**src/rtl/pipeline_ctrl_pkg.sv**
```systemverilog
// Shared types and constants for the pipeline hazard/stall controller.
package pipeline_ctrl_pkg;

  localparam int unsigned REG_W  = 5;
  localparam int unsigned SEL_W  = 2;
  localparam int unsigned TMO_W  = 8;

  localparam logic [1:0] RESULT_SRC_MEM = 2'b01;

  typedef enum logic [1:0] {
    RUN      = 2'd0,
    MEM_WAIT = 2'd1,
    HALTED   = 2'd2
  } ctrl_state_t;

  typedef enum logic [1:0] {
    FWD_REG = 2'b00,
    FWD_W   = 2'b01,
    FWD_M   = 2'b10
  } fwd_sel_t;

endpackage

```
**src/rtl/pipeline_ctrl_fwd_unit.sv**
```systemverilog
// E-stage operand forwarding select for one source register; M beats W.
module pipeline_ctrl_fwd_unit
  import pipeline_ctrl_pkg::*;
(
  input  logic [4:0] rs,
  input  logic [4:0] m_rd,
  input  logic       m_reg_write,
  input  logic [4:0] w_rd,
  input  logic       w_reg_write,
  output logic [1:0] fwd_c
);

  always_comb begin
    fwd_c = FWD_REG;
    if (m_reg_write && (m_rd != '0) && (m_rd == rs)) begin
      fwd_c = FWD_M;
    end else if (w_reg_write && (w_rd != '0) && (w_rd == rs)) begin
      fwd_c = FWD_W;
    end
  end

endmodule

```
**src/rtl/pipeline_ctrl.sv**
```systemverilog
// Hazard/stall controller: load-use stalls, branch flushes, data-memory waits
// with timeout, debug halt, operand forwarding and a stall-cycle counter.
module pipeline_ctrl
  import pipeline_ctrl_pkg::*;
#(
  parameter int unsigned MEM_TIMEOUT = 16,
  parameter int unsigned CNT_WIDTH   = 32
) (
  input  logic                 clk,
  input  logic                 rst,
  input  logic [4:0]           D_rs1,
  input  logic [4:0]           D_rs2,
  input  logic [4:0]           E_rs1,
  input  logic [4:0]           E_rs2,
  input  logic [4:0]           E_rd,
  input  logic                 E_RegWrite,
  input  logic [1:0]           E_result_src,
  input  logic                 E_pc_src,
  input  logic [4:0]           M_rd,
  input  logic                 M_RegWrite,
  input  logic                 M_mem_access,
  input  logic [4:0]           W_rd,
  input  logic                 W_RegWrite,
  input  logic                 dmem_ready,
  input  logic                 halt_req,
  output logic                 F_en,
  output logic                 F_D_en,
  output logic                 D_E_en,
  output logic                 E_M_en,
  output logic                 M_W_en,
  output logic                 F_D_flush,
  output logic                 D_E_flush,
  output logic [1:0]           E_fwd_a,
  output logic [1:0]           E_fwd_b,
  output logic                 dmem_req,
  output logic                 mem_fault,
  output logic                 halted,
  output logic [CNT_WIDTH-1:0] stall_cycles
);

  ctrl_state_t          state_q, state_d;
  logic [TMO_W-1:0]     cnt_q, cnt_d;
  logic [CNT_WIDTH-1:0] stall_cycles_q, stall_cycles_d;

  logic load_use_c;
  logic timeout_c;
  logic freeze_c;
  logic branch_c;
  logic lu_stall_c;
  logic fault_c;

  assign load_use_c = (E_result_src == RESULT_SRC_MEM) && E_RegWrite && (E_rd != '0) &&
                      ((E_rd == D_rs1) || (E_rd == D_rs2));
  assign timeout_c  = (cnt_q == TMO_W'(MEM_TIMEOUT - 1));

  // Next state, counters and pipeline control
  always_comb begin
    state_d    = state_q;
    cnt_d      = cnt_q;
    freeze_c   = 1'b0;
    branch_c   = 1'b0;
    lu_stall_c = 1'b0;
    fault_c    = 1'b0;
    dmem_req   = 1'b0;
    halted     = 1'b0;

    unique case (state_q)
      RUN: begin
        dmem_req = M_mem_access;
        if (M_mem_access && !dmem_ready) begin
          freeze_c = 1'b1;
          cnt_d    = '0;
          state_d  = MEM_WAIT;
        end else if (E_pc_src) begin
          branch_c = 1'b1;
        end else if (load_use_c) begin
          lu_stall_c = 1'b1;
        end else if (halt_req && !M_mem_access) begin
          freeze_c = 1'b1;
          state_d  = HALTED;
        end
      end
      MEM_WAIT: begin
        dmem_req = 1'b1;
        if (dmem_ready || timeout_c) begin
          // Release: frozen branch/load-use hazards take effect now; halt is ignored
          fault_c    = !dmem_ready;
          cnt_d      = '0;
          state_d    = RUN;
          branch_c   = E_pc_src;
          lu_stall_c = !E_pc_src && load_use_c;
        end else begin
          freeze_c = 1'b1;
          cnt_d    = cnt_q + TMO_W'(1);
        end
      end
      HALTED: begin
        freeze_c = 1'b1;
        halted   = 1'b1;
        if (!halt_req) state_d = RUN;
      end
      default: state_d = RUN;
    endcase

    F_en      = !(freeze_c || lu_stall_c);
    F_D_en    = !(freeze_c || lu_stall_c);
    D_E_en    = !freeze_c;
    E_M_en    = !freeze_c;
    M_W_en    = !freeze_c;
    F_D_flush = branch_c;
    D_E_flush = branch_c || lu_stall_c;
    mem_fault = fault_c && rst;

    stall_cycles_d = stall_cycles_q;
    if (!F_en && (stall_cycles_q != {CNT_WIDTH{1'b1}})) begin
      stall_cycles_d = stall_cycles_q + CNT_WIDTH'(1);
    end
  end

  always_ff @(posedge clk) begin
    if (!rst) begin
      state_q        <= RUN;
      cnt_q          <= '0;
      stall_cycles_q <= '0;
    end else begin
      state_q        <= state_d;
      cnt_q          <= cnt_d;
      stall_cycles_q <= stall_cycles_d;
    end
  end

  assign stall_cycles = stall_cycles_q;

  pipeline_ctrl_fwd_unit u_fwd_a (
    .rs          (E_rs1),
    .m_rd        (M_rd),
    .m_reg_write (M_RegWrite),
    .w_rd        (W_rd),
    .w_reg_write (W_RegWrite),
    .fwd_c       (E_fwd_a)
  );

  pipeline_ctrl_fwd_unit u_fwd_b (
    .rs          (E_rs2),
    .m_rd        (M_rd),
    .m_reg_write (M_RegWrite),
    .w_rd        (W_rd),
    .w_reg_write (W_RegWrite),
    .fwd_c       (E_fwd_b)
  );

endmodule

```
**config.mk**
```make
export PLATFORM = sky130hd
export DESIGN_NAME = pipeline_ctrl
export DESIGN_NICKNAME = d
export VERILOG_FILES = /design/src/rtl/pipeline_ctrl_pkg.sv /design/src/rtl/pipeline_ctrl_fwd_unit.sv /design/src/rtl/pipeline_ctrl.sv
export SDC_FILE = /design/constraint.sdc
export NUM_CORES = 1
export LEC_CHECK = 0
export ABC_AREA = 0
export BUFFER_PORTS_ARGS = -buffer_cell sky130_fd_sc_hd__clkbuf_2
export CORE_UTILIZATION = 41
export CTS_BUF_LIST = sky130_fd_sc_hd__clkbuf_8
export CTS_CLUSTER_DIAMETER = 150
export DETAILED_ROUTE_END_ITERATION = 8
export PLACE_DENSITY = 0.67
export SLEW_MARGIN = 15
export SYNTH_ARGS = -nofsm -noshare
export SYNTH_HDL_FRONTEND = slang
export SYNTH_HIERARCHICAL = 1
export SYNTH_SLANG_ARGS = --single-unit
export TNS_END_PERCENT = 20
```
**constraint.sdc**
```tcl
create_clock -name clk -period 3.4 [get_ports clk]
set_input_delay 0.17 -clock clk [delete_from_list [all_inputs] [get_ports clk]]
set_output_delay 0.17 -clock clk [all_outputs]
set_load 0.01 [all_outputs]
```
[Word level (Yosys, flattened, before mapping)]
Index checks and enable logic that the tools add are counted.
W data, S select, Z words.
Storage, ports and cells
  bits in registers: 42
  bits in latches: 0
  RAM bits: 0
  memory bits (read-only): 0
  input bits: 46
  output and inout port bits: 46
  word-level logic and storage cells: 85
  memories: 0
Cells by class
  $add $sub $neg: 2
  multipliers: 0
  divide/modulo/power cells: 0
  order comparisons: 0
  eq/ne operators: 17
  shifts and indexed selects: 0
  multiplexer cells: 33
  bitwise gates (word level): 0
  reduce and logical (&&, ||, !) cells: 30
Operator list (count)
  $add A32 B1 Y32 const B: 1
  $ne A32 B32 Y1 const B: 1
  $eq A5 B5 Y1: 6
  $mux W1: 17
  $mux W2: 8
  $mux W8: 2
  $pmux W8 S2: 1
  $reduce_bool A5 Y1: 3
  $logic_and A1 B1 Y1: 14
  $ne A3 B3 Y1 const B: 3
  $add A8 B1 Y8 const B: 1
  $eq A8 B4 Y1 const B: 1
  $ne A2 B2 Y1 const B: 3
  $pmux W1 S2: 3
  $pmux W2 S3: 1
  $logic_not A1 Y1: 5
  $reduce_and A5 Y1: 1
  $eq A2 B1 Y1 const B: 2
  $logic_or A1 B1 Y1: 4
  $pmux W1 S3: 1
  $eq A2 B2 Y1 const B: 1
  $logic_not A2 Y1: 1
  $reduce_and A2 Y1: 1
  $reduce_bool A2 Y1: 1

[Logic depth before layout (Yosys ltp)]
Gate-level depths: netlist of run 1.
  word-level depth: 10
  mapped depth: 11

[Modules after synthesis]
The synthesis of run 1 kept the hierarchy.
Modules (own cells, without submodules)
  pipeline_ctrl: instances 1, cells an instance 301, area each 2468.6 um^2, seq. area each 840.8 um^2
  pipeline_ctrl_fwd_unit: instances 2, cells an instance 20, area each 151.4 um^2, seq. area each 0.0 um^2

[Least setup slack after synthesis of run 1]
No wires, ideal clock.
  kind: register to register
  from: register cnt_q[0]
  to: register stall_cycles_q[15], in the netlist stall_cycles[15]
  library setup time: 0.135 ns
  arrival: 2.234 ns
  required time: 3.265 ns
  slack: 1.031 ns
  cell stages (with the launch flop): 12
  clock period less this slack: 2.369 ns
  cell sequence: dfxtp_1 -> ha_1 -> and4bb_1 -> nand4_1 -> a2111oi_2 -> mux2i_1 -> and2_1 -> buf_6 -> buf_6 -> buf_2 -> o311ai_0 -> o41ai_1
On the way
  longest elaborated chain between the ends: 6
  elaborated cells between the ends (all ways): 8
  classes of those cells: 1 x eq/ne; 4 x mux; 3 x reduce/logical
RTL lines
  from (decl): line pipeline_ctrl.sv:42  | logic [TMO_W-1:0] cnt_q, cnt_d;
  from (signal assigned): line pipeline_ctrl.sv:127  | cnt_q <= cnt_d;
  $eq A8 B4 Y1 *: line pipeline_ctrl.sv:54  | assign timeout_c = (cnt_q == TMO_W'(MEM_TIMEOUT - 1));
  $logic_or A1 B1 Y1 *: line pipeline_ctrl.sv:85  | if (dmem_ready || timeout_c) begin
  $mux W1: line pipeline_ctrl.sv:85
  $pmux W1 S3 / $pmux W1 S2 (equally long branches): line pipeline_ctrl.sv:67  | unique case (state_q)
  $logic_or A1 B1 Y1 *: line pipeline_ctrl.sv:105  | F_en = !(freeze_c || lu_stall_c);
  $logic_and A1 B1 Y1 *: line pipeline_ctrl.sv:115  | if (!F_en && (stall_cycles_q != {CNT_WIDTH{1'b1}})) begin
  to (signal assigned): line pipeline_ctrl.sv:128  | stall_cycles_q <= stall_cycles_d;
  to (decl): line pipeline_ctrl.sv:43  | logic [CNT_WIDTH-1:0] stall_cycles_q, stall_cycles_d;
Every way passes the cells marked *; elsewhere a longest branch is shown, timed or not.
A chain may end at the register's enable or synchronous reset.

[Final worst setup path of run 1]
  from: register cnt_q[0]
  to: register stall_cycles_q[8], in the netlist stall_cycles[8]
The elaborated chain is that of the path after synthesis.

==> results of run 1 <==
## area by class of cell
type | instances | area (um2)
flip-flops and latches | 42 | 840.8
multi-input cells | 273 | 1800
clock inverters | 3 | 41.29
fillers | 637 | 3078
well taps | 77 | 96.34
clock buffers | 5 | 68.82
inverters | 5 | 18.77
repair buffers | 94 | 478.0
## state kept, by name, summed over array words and instances, names as in the netlist
signal	cells
stall_cycles	32
state_q	2
cnt_q	8
## per-stage QoR
stage / power [mW] / utilization (%)
finish: 1.074 / 52.07
global placement: 0.6849 / 50.36
global route: 1.122 / 52.07
detailed placement: 0.6876 / 50.36
CTS: 1.084 / 52.07
floorplan: 0.6287 / -
## power groups by stage
stage | sequential [mW] | combinational [mW] | clock, mW
floorplan | 0.513 | 0.115 | 0
global placement | 0.514 | 0.171 | 0
detailed placement | 0.514 | 0.173 | 0
CTS | 0.503 | 0.174 | 0.407
global route | 0.504 | 0.194 | 0.424
finish | 0.503 | 0.173 | 0.398
## cell families (layout without fill, tap and decap cells)
| family | after synthesis | in the layout | synth area share (%) |
|---|---|---|---|
| simple gates | 164 | 164 | 32.82 |
| compound gates | 65 | 65 | 17.43 |
| flops | 42 | 42 | 30.34 |
| xor+xnor | 30 | 30 | 9.481 |
| buf+inv | 26 | 107 | 4.695 |
| mux | 12 | 12 | 4.334 |
| fa+ha+maj | 2 | 2 | 0.9028 |
## layer usage
layer / routed length, um / part of all wire (%) / global-route usage, %
met2: 3085 / 47 / 31.82
met5: 0 / 0 / 0
met4: 93 / 1.4 / 7.053
met1: 3127 / 47 / 25.29
met3: 325 / 4.9 / 3.343
## worst max-delay path, cell delays in order (launching register included)
cell and delay (ns):
dfxtp_1 0.39, ha_1 0.22, and4bb_1 0.22, nand4_1 0.16
a2111oi_2 0.33, mux2i_1 0.11, and2_1 0.14, buf_4 0.27
or4_1 0.56, a21oi_1 0.16
## path summary, 6_finish.rpt
| path | endpoint | slack [ns] |
|---|---|---|
| max | stall_cycles[8] | 0.77 |
| min | state_q[1] | 0.1 |
| max reg2reg | stall_cycles[8] | 0.77 |
| min reg2reg | stall_cycles[19] | 0.49 |
## placed cells by master, fill, tap and decap left out, types with 10 or more instances in the layout
cell type	count
nand4_1	12
a21oi_1	21
nor2_1	16
o31ai_1	10
nand2b_1	16
or4_1	11
nor3_1	11
and3_1	12
dfxtp_1	42
clkbuf_2	91
xor2_1	10
nand2_1	36
nand3_1	16
xnor2_1	20
mux2i_1	12
==> impl_metrics.env, run 1 <==
export IMPL_status="complete, but fails checks"
export IMPL_violations="design-rule violations"
export IMPL_power_internal_mw=0.7830
export IMPL_numCtsBuffers=5
export IMPL_drc_errors=14
export IMPL_antenna_found_initial=0
export IMPL_synth_fp_nets=389
export IMPL_placed_area_um2=3234
export IMPL_pwr_share_seq_pct=46.8
export IMPL_areaGrowthSynthToFinish_pct=20.68
export IMPL_placedCellCount=491
export IMPL_maxCapViolCount=0
export IMPL_clock_sinks=42
export IMPL_initial_core_util_pct=43.15
export IMPL_syn_inst=341
export IMPL_clock_latency_ns=0.30
export IMPL_setup_violations=0
export IMPL_arrival_ns=2.86
export IMPL_ant_nets=0
export IMPL_critPathCaptureType="register"
export IMPL_yosys_area_top_type="dfxtp_1"
export IMPL_synthArstFlopShare_pct=0
export IMPL_fmax_ghz=0.3806
export IMPL_drive_above_1_share_pct=26.30
export IMPL_holdCritPathClass="in -> reg"
export IMPL_rsz0062_at_grt="no"
export IMPL_startpoint_type="register"
export IMPL_design_area_um2=3344
export IMPL_cts_root_buf="clkbuf_8"
export IMPL_r2r_start="cnt_q[0]"
export IMPL_diodes=0
export IMPL_overflow=0
export IMPL_skew_ns=0.008715
export IMPL_dieArea_um2=7092
export IMPL_p_sw_share_pct=27.09
export IMPL_vias_per_cell=5.637
export IMPL_critPathLaunch="cnt_q[0]"
export IMPL_path_class="reg -> reg"
export IMPL_ys_flop_type="dfxtp_1"
export IMPL_io_pins=92
export IMPL_num_vias=2813
export IMPL_dr_pass1_iters=6
export IMPL_hold_slack_ns=0.09969
export IMPL_post_synth_cell_area_avg_um2=8.127
export IMPL_grt_usage_pct=19.27
export IMPL_path_clk_slew_ns=0.09
export IMPL_setup_tns_ns=0
export IMPL_cts_setup_buffers=0
export IMPL_cts_resized_gates=0
export IMPL_ys_types=45
export IMPL_h_tree_depth=2
export IMPL_first_global_vias=2486
export IMPL_worstRegToRegCells=9
export IMPL_ys_seq_elements=42
export IMPL_synth_commonest_cells="dfxtp_1, nand2_1, a21oi_1"
export IMPL_tightest_slew_ns=0.5356
export IMPL_powerDensity_nw_per_um2=321.1
export IMPL_slew_viol_final=0
export IMPL_place_ws_ns=0.8188
export IMPL_synth_edf_count=0
export IMPL_synth_most_common_cell="dfxtp_1"
export IMPL_first_iter_violations=184
export IMPL_rows=29
export IMPL_netlist_area_leader_share_pct=30.34
export IMPL_syn_area_um2=2771
export IMPL_layout_setup_ws_ns=0.7723
export IMPL_p_comb_share_pct=16.1
export IMPL_cts_hold_fix_buffers=0
export IMPL_yosysSeqAreaShare_pct=30.34
export IMPL_timing_slew_headroom_pct=64.25
export IMPL_min_path_cells=3
export IMPL_critPathMaxFanout=55
export IMPL_drt_wl_total_um=6631
export IMPL_place_congestion=0.7924
export IMPL_grt_pass1_wl_um=11360
export IMPL_required_ns=3.63
export IMPL_min_period_ns=2.628
export IMPL_switching_power_mw=0.2910
export IMPL_pwr_share_clk_pct=37.1
export IMPL_grt_max_degree=56
export IMPL_ys_top_cells_by_area="dfxtp_1, xnor2_1, nand2_1"
export IMPL_core_area_um2=6422
export IMPL_wl_per_cell_um=13.29
export IMPL_cellLeakagePower_nw=1.310
export IMPL_cts_buffer_depth=2
export IMPL_ir_drop_uv=164.8
export IMPL_nets=469
export IMPL_io_buffer_count=91
export IMPL_worstHoldStart="halt_req"
export IMPL_die_x_um=84.22
export IMPL_finalHoldViolations=0
export IMPL_die_h_um=84.22
export IMPL_dpl_hpwl_um=4844
export IMPL_min_period_over_period_pct=77.29
export IMPL_yosys_warnings=6
export IMPL_stdcell_count=499
export IMPL_cts_tree="yes"
No activity file was read; power rests on OpenSTA's default activity.
==> run 2, diff against run 1 <==
- ABC_AREA: 0 -> 1
- PLACE_DENSITY: 0.67 -> 0.68
- clock period: 3.4 -> 2.17 ns (I/O delays scaled with it)
==> run 2 against run 1 <==
  * Largest power group unchanged
  * Global-route usage grew 0.84 points
  * Total power grew 69%
  * The run now ends clean
  * Critical endpoint is now F_D_en
  * Critical path depth grew 3
  * Highest routed layer unchanged
==> impl_metrics.env, run 2 <==
export IMPL_timing_slew_headroom_pct=77.41
export IMPL_whs_endpoint="state_q[1]"
export IMPL_status="finished clean"
export IMPL_overflow=0
export IMPL_first_global_vias=3257
export IMPL_crit_path_top_delay_cell="dfxtp_2"
export IMPL_grt_max_degree=33
export IMPL_fillers=770
export IMPL_slew_viol_final=0
export IMPL_ir_drop_uv=248.3
export IMPL_holdCritPathClass="in -> reg"
export IMPL_cts_buffer_depth=2
export IMPL_crit_buf_inv=4
export IMPL_dieArea_um2=8073
export IMPL_dpl_hpwl_um=6040
export IMPL_io_pins=92
export IMPL_powerDensity_nw_per_um2=463.3
export IMPL_rows=31
export IMPL_cp_cell_sequence="ha_1, nand2_1, nor2_2, nand4_1, inv_2, nor2_2, o21ai_2, nand2_1, nand3_4, buf_12, inv_1, clkbuf_2"
export IMPL_r2r_start="cnt_q[0]"
export IMPL_ys_seq_elements=42
export IMPL_synth_edf_count=0
export IMPL_numCtsBuffers=5
export IMPL_min_period_ns=2.087
export IMPL_r2r_slack_ns=0.09
export IMPL_netlist_area_leader_share_pct=26.57
export IMPL_startpoint_type="register"
export IMPL_setup_tns_ns=0
export IMPL_diodes=0
export IMPL_place_ws_ns=0.1612
export IMPL_setup_violations=0
export IMPL_critPathCaptureType="primary output"
export IMPL_place_congestion=0.8381
export IMPL_wl_per_cell_um=10.65
export IMPL_synthArstFlopShare_pct=0
export IMPL_layout_commonest_cell="nand2_1"
export IMPL_cts_tree="yes"
export IMPL_ant_nets=0
export IMPL_antenna_found_initial=0
export IMPL_core_area_um2=7370
export IMPL_skew_ns=0.006321
export IMPL_h_tree_depth=2
export IMPL_ys_types=33
export IMPL_arrival_ns=1.98
export IMPL_synth_fp_nets=602
export IMPL_nets=696
export IMPL_ys_flop_type="dfxtp_1"
export IMPL_dr_pass1_iters=4
export IMPL_syn_inst=554
export IMPL_maxCapViolCount=0
export IMPL_synth_commonest_cells="nand2_1, nor2_1, inv_1"
export IMPL_grt_pass1_wl_um=13830
export IMPL_worstRegToRegCells=14
export IMPL_syn_area_um2=3164
export IMPL_yosysSeqAreaShare_pct=26.57
export IMPL_largest_register_ff_count=32
export IMPL_initial_core_util_pct=42.94
export IMPL_tightest_slew_ns=0.3363
export IMPL_yosys_warnings=6
export IMPL_crit_family="simple AND/OR/NAND/NOR gates"
export IMPL_ys_top_cells_by_area="dfxtp_1, nand2_1, nor2_1"
export IMPL_slowest_delay_ns=0.34
export IMPL_layout_setup_ws_ns=0.08274
export IMPL_areaGrowthSynthToFinish_pct=23.49
export IMPL_required_ns=2.06
export IMPL_path_class="reg -> out"
export IMPL_cts_hold_fix_buffers=0
export IMPL_grt_usage_pct=20.11
export IMPL_drc_errors=0
export IMPL_min_path_cells=3
export IMPL_cellLeakagePower_nw=2.054
export IMPL_die_h_um=89.85
export IMPL_rsz0062_at_grt="yes"
export IMPL_worstHoldStart="halt_req"
export IMPL_drive_above_1_share_pct=22.65
export IMPL_drt_wl_total_um=7969
export IMPL_critPathMaxFanout=6
export IMPL_fmax_ghz=0.4791
export IMPL_post_synth_cell_area_avg_um2=5.712
export IMPL_io_buffer_count=91
export IMPL_clock_sinks=42
export IMPL_mostFrequentLayoutCells="nand2_1, nor2_1, clkbuf_2, inv_1, nand3_1"
export IMPL_vias_per_cell=4.762
export IMPL_path_clk_slew_ns=0.08
export IMPL_die_x_um=89.85
export IMPL_yosys_area_top_type="dfxtp_1"
export IMPL_first_iter_violations=161
export IMPL_synth_most_common_cell="nand2_1"
export IMPL_rr_endpoint="stall_cycles[7]"
export IMPL_min_period_over_period_pct=96.19
export IMPL_clock_latency_ns=0.29
export IMPL_finalHoldViolations=0
export IMPL_cts_root_buf="clkbuf_8"
export IMPL_num_vias=3562
-- run 2: cell types whose count changed in the layout (fill, tap and decap cells not counted), moves of 12 or more --
| cell | change |
|---|---|
| a21oi_1 | +13 |
| and3_1 | -12 |
| inv_1 | +71 |
| mux2i_1 | -12 |
| nand2_1 | +120 |
| nand2b_1 | -16 |
| nand3_1 | +31 |
| nor2_1 | +81 |
| xnor2_1 | -17 |
-- run 2: metal layers --
metal | track usage (%) | vias to the layer above | wire, um
met5 | 0 | - | 0
met4 | 4.839 | 0 | 81
met3 | 3.299 | 8 | 396
met2 | 34.74 | 89 | 3659
met1 | 26.12 | 1545 | 3831
li1 | - | 1920 | -
-- run 2: layout make-up --
class	instances	area [um2]	area share, %
clock buffers	5	68.82	1.761
clock inverters	3	41.29	1.057
inverters	89	341.6	8.742
multi-input cells	408	1898	48.58
flip-flops and latches	42	845.8	21.65
well taps	99	123.9	3.170
repair buffers	102	588.1	15.05
-- run 2: through the flow --
step	hold slack, ns	util (%)	power, mW	cell area, um2	std cells
final	0.08793	53.02	1.810	3908	748
after global routing	0.08098	53.02	1.903	3908	748
after CTS	0.07761	52.26	1.820	3851	743
after detailed placement	0.3938	50.05	1.171	3689	733
after global placement	0.3916	50.05	1.167	3689	733
after floorplan	0.2599	-	1.052	3164	554
-- run 2: kinds of logic (layout without fill, tap and decap cells) --
family | after synthesis | after routing | synth area share (%)
AO/OA/AOI/OAI | 48 | 48 | 8.106
AND/OR/NAND/NOR | 353 | 353 | 49.07
flip-flops | 42 | 42 | 26.57
XOR/XNOR | 5 | 5 | 1.384
buffers and inverters | 104 | 199 | 14.08
adder cells (fa/ha/maj) | 2 | 2 | 0.7907
-- run 2: worst min-delay path, delay by kind of cell --
kind | cells | cell delay (ns)
buf+inv | 1 | 0.09
simple gates | 1 | 0.07
compound gates | 1 | 0.07
-- run 2: worst max-delay path by stage --
stage	startpoint	end	slack, ns	cells after the start
floorplan	cnt_q[0]	F_en	0.36	13
global placement	stall_cycles[1]	stall_cycles[18]	0.23	12
CTS	cnt_q[0]	F_D_en	0.02	12
detailed placement	stall_cycles[0]	stall_cycles[18]	0.16	12
finish	cnt_q[0]	F_D_en	0.08	12
global route	cnt_q[0]	stall_cycles[2]	-0.07	13
-- run 2: power breakdown --
group / total, mW / internal (mW) / leakage [nW] / switching (mW)
sequential: 0.794 / 0.782 / 0.341 / 0.0118
combinational: 0.404 / 0.173 / 1.66 / 0.230
clock: 0.612 / 0.339 / 0.0556 / 0.274
-- run 2: timing repair --
| item | CTS | global route |
|---|---|---|
| pin swaps | 1 | 5 |
| gates resized for setup | 4 | 8 |
| gates cloned | 1 | 0 |
| setup endpoints to repair | 2 | 22 |
| setup buffers | 1 | 5 |
==> run 3, diff against run 2 <==
--- a/config.mk
+++ b/config.mk
@@ -8,4 +8,3 @@
 export ABC_AREA = 1
-export BUFFER_PORTS_ARGS = -buffer_cell sky130_fd_sc_hd__clkbuf_2
-export CORE_UTILIZATION = 41
+export CORE_UTILIZATION = 60
 export CTS_BUF_LIST = sky130_fd_sc_hd__clkbuf_8
@@ -13,3 +12,4 @@
 export DETAILED_ROUTE_END_ITERATION = 8
-export PLACE_DENSITY = 0.68
+export DONT_BUFFER_PORTS = 1
+export PLACE_DENSITY = 0.79
 export SLEW_MARGIN = 15
==> constraint.sdc (replaced) <==
create_clock -name clk -period 2.17 [get_ports clk]
set_input_delay 0.217 -clock clk [delete_from_list [all_inputs] [get_ports clk]]
set_output_delay 0.217 -clock clk [all_outputs]
set_load 0.01 [all_outputs]
==> run 3 against run 2 <==
  * Critical path depth decreased by 1
  * Largest cell class unchanged
  * Count of clock-buffer cells in the layout unchanged
  * Critical endpoint unchanged
  * Largest power group unchanged
  * Via count decreased by 7.6%
  * Non-clock buffer count decreased by 80
  * Final cell count decreased by 15%
  * Cell area decreased by 11%
==> impl_metrics.env, run 3 (synthesis gave the netlist of run 2 again) <==
export IMPL_status="finished clean"
export IMPL_seqCellArea_um2=843.3
export IMPL_cts_hold_fix_buffers=0
export IMPL_h_tree_depth=2
export IMPL_cp_cell_sequence="ha_4, nand2_2, nor2_4, nand4_1, inv_2, nor2_2, o21ai_2, nand2_2, nand3_4, inv_1, buf_4"
export IMPL_crit_path_top_delay_cell="dfxtp_2"
export IMPL_nets=616
export IMPL_holdCritPathClass="in -> reg"
export IMPL_numCtsBuffers=5
export IMPL_grt_max_degree=34
export IMPL_timing_slew_headroom_pct=66.35
export IMPL_slowest_delay_ns=0.36
export IMPL_crit_family="simple AND/OR/NAND/NOR gates"
export IMPL_rows=26
export IMPL_diodes=0
export IMPL_die_x_um=74.62
export IMPL_skew_ns=0.004176
export IMPL_ir_drop_uv=438.4
export IMPL_tightest_slew_ns=0.5002
export IMPL_mostFrequentLayoutCells="nand2_1, nor2_1, inv_1, nand3_1, dfxtp_1"
export IMPL_io_pins=92
export IMPL_arrival_ns=1.83
export IMPL_maxCapViolCount=0
export IMPL_fmax_ghz=0.4880
export IMPL_place_ws_ns=0.1144
export IMPL_final_util_pct=68.03
export IMPL_clock_latency_ns=0.30
export IMPL_core_area_um2=5107
export IMPL_first_iter_violations=128
export IMPL_vias_per_cell=5.153
export IMPL_slew_viol_final=0
export IMPL_crit_top_cell="nand2_2"
export IMPL_die_h_um=74.62
export IMPL_antenna_found_initial=0
export IMPL_clock_sinks=42
export IMPL_grt_pass1_wl_um=11640
export IMPL_fillers=501
export IMPL_first_global_vias=2809
export IMPL_min_period_over_period_pct=94.43
export IMPL_min_period_ns=2.049
export IMPL_required_ns=1.95
export IMPL_multiInputGateArea_um2=1913
export IMPL_place_congestion=0.8419
export IMPL_drc_errors=0
export IMPL_powerDensity_nw_per_um2=493.6
export IMPL_critPathCaptureType="primary output"
export IMPL_critPathMaxFanout=4
export IMPL_setup_violations=0
export IMPL_layout_commonest_cell="nand2_1"
export IMPL_path_clk_slew_ns=0.08
export IMPL_largest_register_ff_count=32
export IMPL_cts_buffer_depth=2
export IMPL_dpl_hpwl_um=5654
export IMPL_crit_buf_inv=3
export IMPL_finalHoldViolations=0
export IMPL_startpoint_type="register"
export IMPL_drt_wl_total_um=7319
export IMPL_layout_setup_ws_ns=0.1209
export IMPL_dieArea_um2=5568
export IMPL_overflow=0
export IMPL_path_class="reg -> out"
export IMPL_dr_pass1_iters=4
export IMPL_cellLeakagePower_nw=1.695
export IMPL_num_vias=3293
export IMPL_wl_per_cell_um=11.45
export IMPL_areaGrowthSynthToFinish_pct=9.806
export IMPL_ant_nets=0
export IMPL_initial_core_util_pct=61.95
export IMPL_io_buffer_count=0
export IMPL_cts_root_buf="clkbuf_8"
export IMPL_hold_slack_ns=0.02609
export IMPL_grt_usage_pct=26.54
export IMPL_cts_tree="yes"
export IMPL_drive_above_1_share_pct=11.78
## run 3: routing by layer
layer  track usage (%)  vias up  routed length (um)
li1                  -     1753                   -
met3             6.158       10                 496
met1             33.36     1444                3253
met2             45.25       86                3473
met5                 0        -                   0
met4             7.966        0                  95
## run 3: per-stage QoR
step | cell area [um2] | setup TNS (ns) | total power, mW | cells
after floorplan | 3164 | 0 | 1.052 | 554
after global placement | 3297 | 0 | 1.074 | 628
after detailed placement | 3297 | 0 | 1.083 | 628
after CTS | 3440 | 0 | 1.719 | 638
after global routing | 3475 | -0.001530 | 1.800 | 639
final | 3475 | 0 | 1.715 | 639
## run 3: where the power goes
part	switching, mW	total [mW]	leakage, nW	internal, mW
logic	0.185	0.298	1.30	0.114
clock network	0.285	0.627	0.0504	0.342
registers	0.00907	0.790	0.340	0.781
## run 3: timing repair
| item | 4_1_cts | 5_1_grt |
|---|---|---|
| gates resized for setup | 4 | 7 |
| setup buffers | 2 | 1 |
| setup endpoints to repair | 2 | 11 |
| pin swaps | 0 | 3 |
## run 3: final timing paths
| check | start | endpoint | slack, ns | cells after the start |
|---|---|---|---|---|
| max | cnt_q[0] | F_D_en | 0.12 | 11 |
| min reg2reg | cnt_q[1] | cnt_q[1] | 0.51 | 2 |
| min | rst | stall_cycles[9] | 0.03 | 2 |
| max reg2reg | stall_cycles[2] | stall_cycles[31] | 0.18 | 11 |
## run 3: layout make-up
type	count	share of cell area (%)
timing repair buffer	22	5.221
inverter	89	9.651
sequential	42	24.27
tap	70	2.521
clock buffer	5	1.981
multi-input combinational	408	55.06
clock inverter	3	1.296
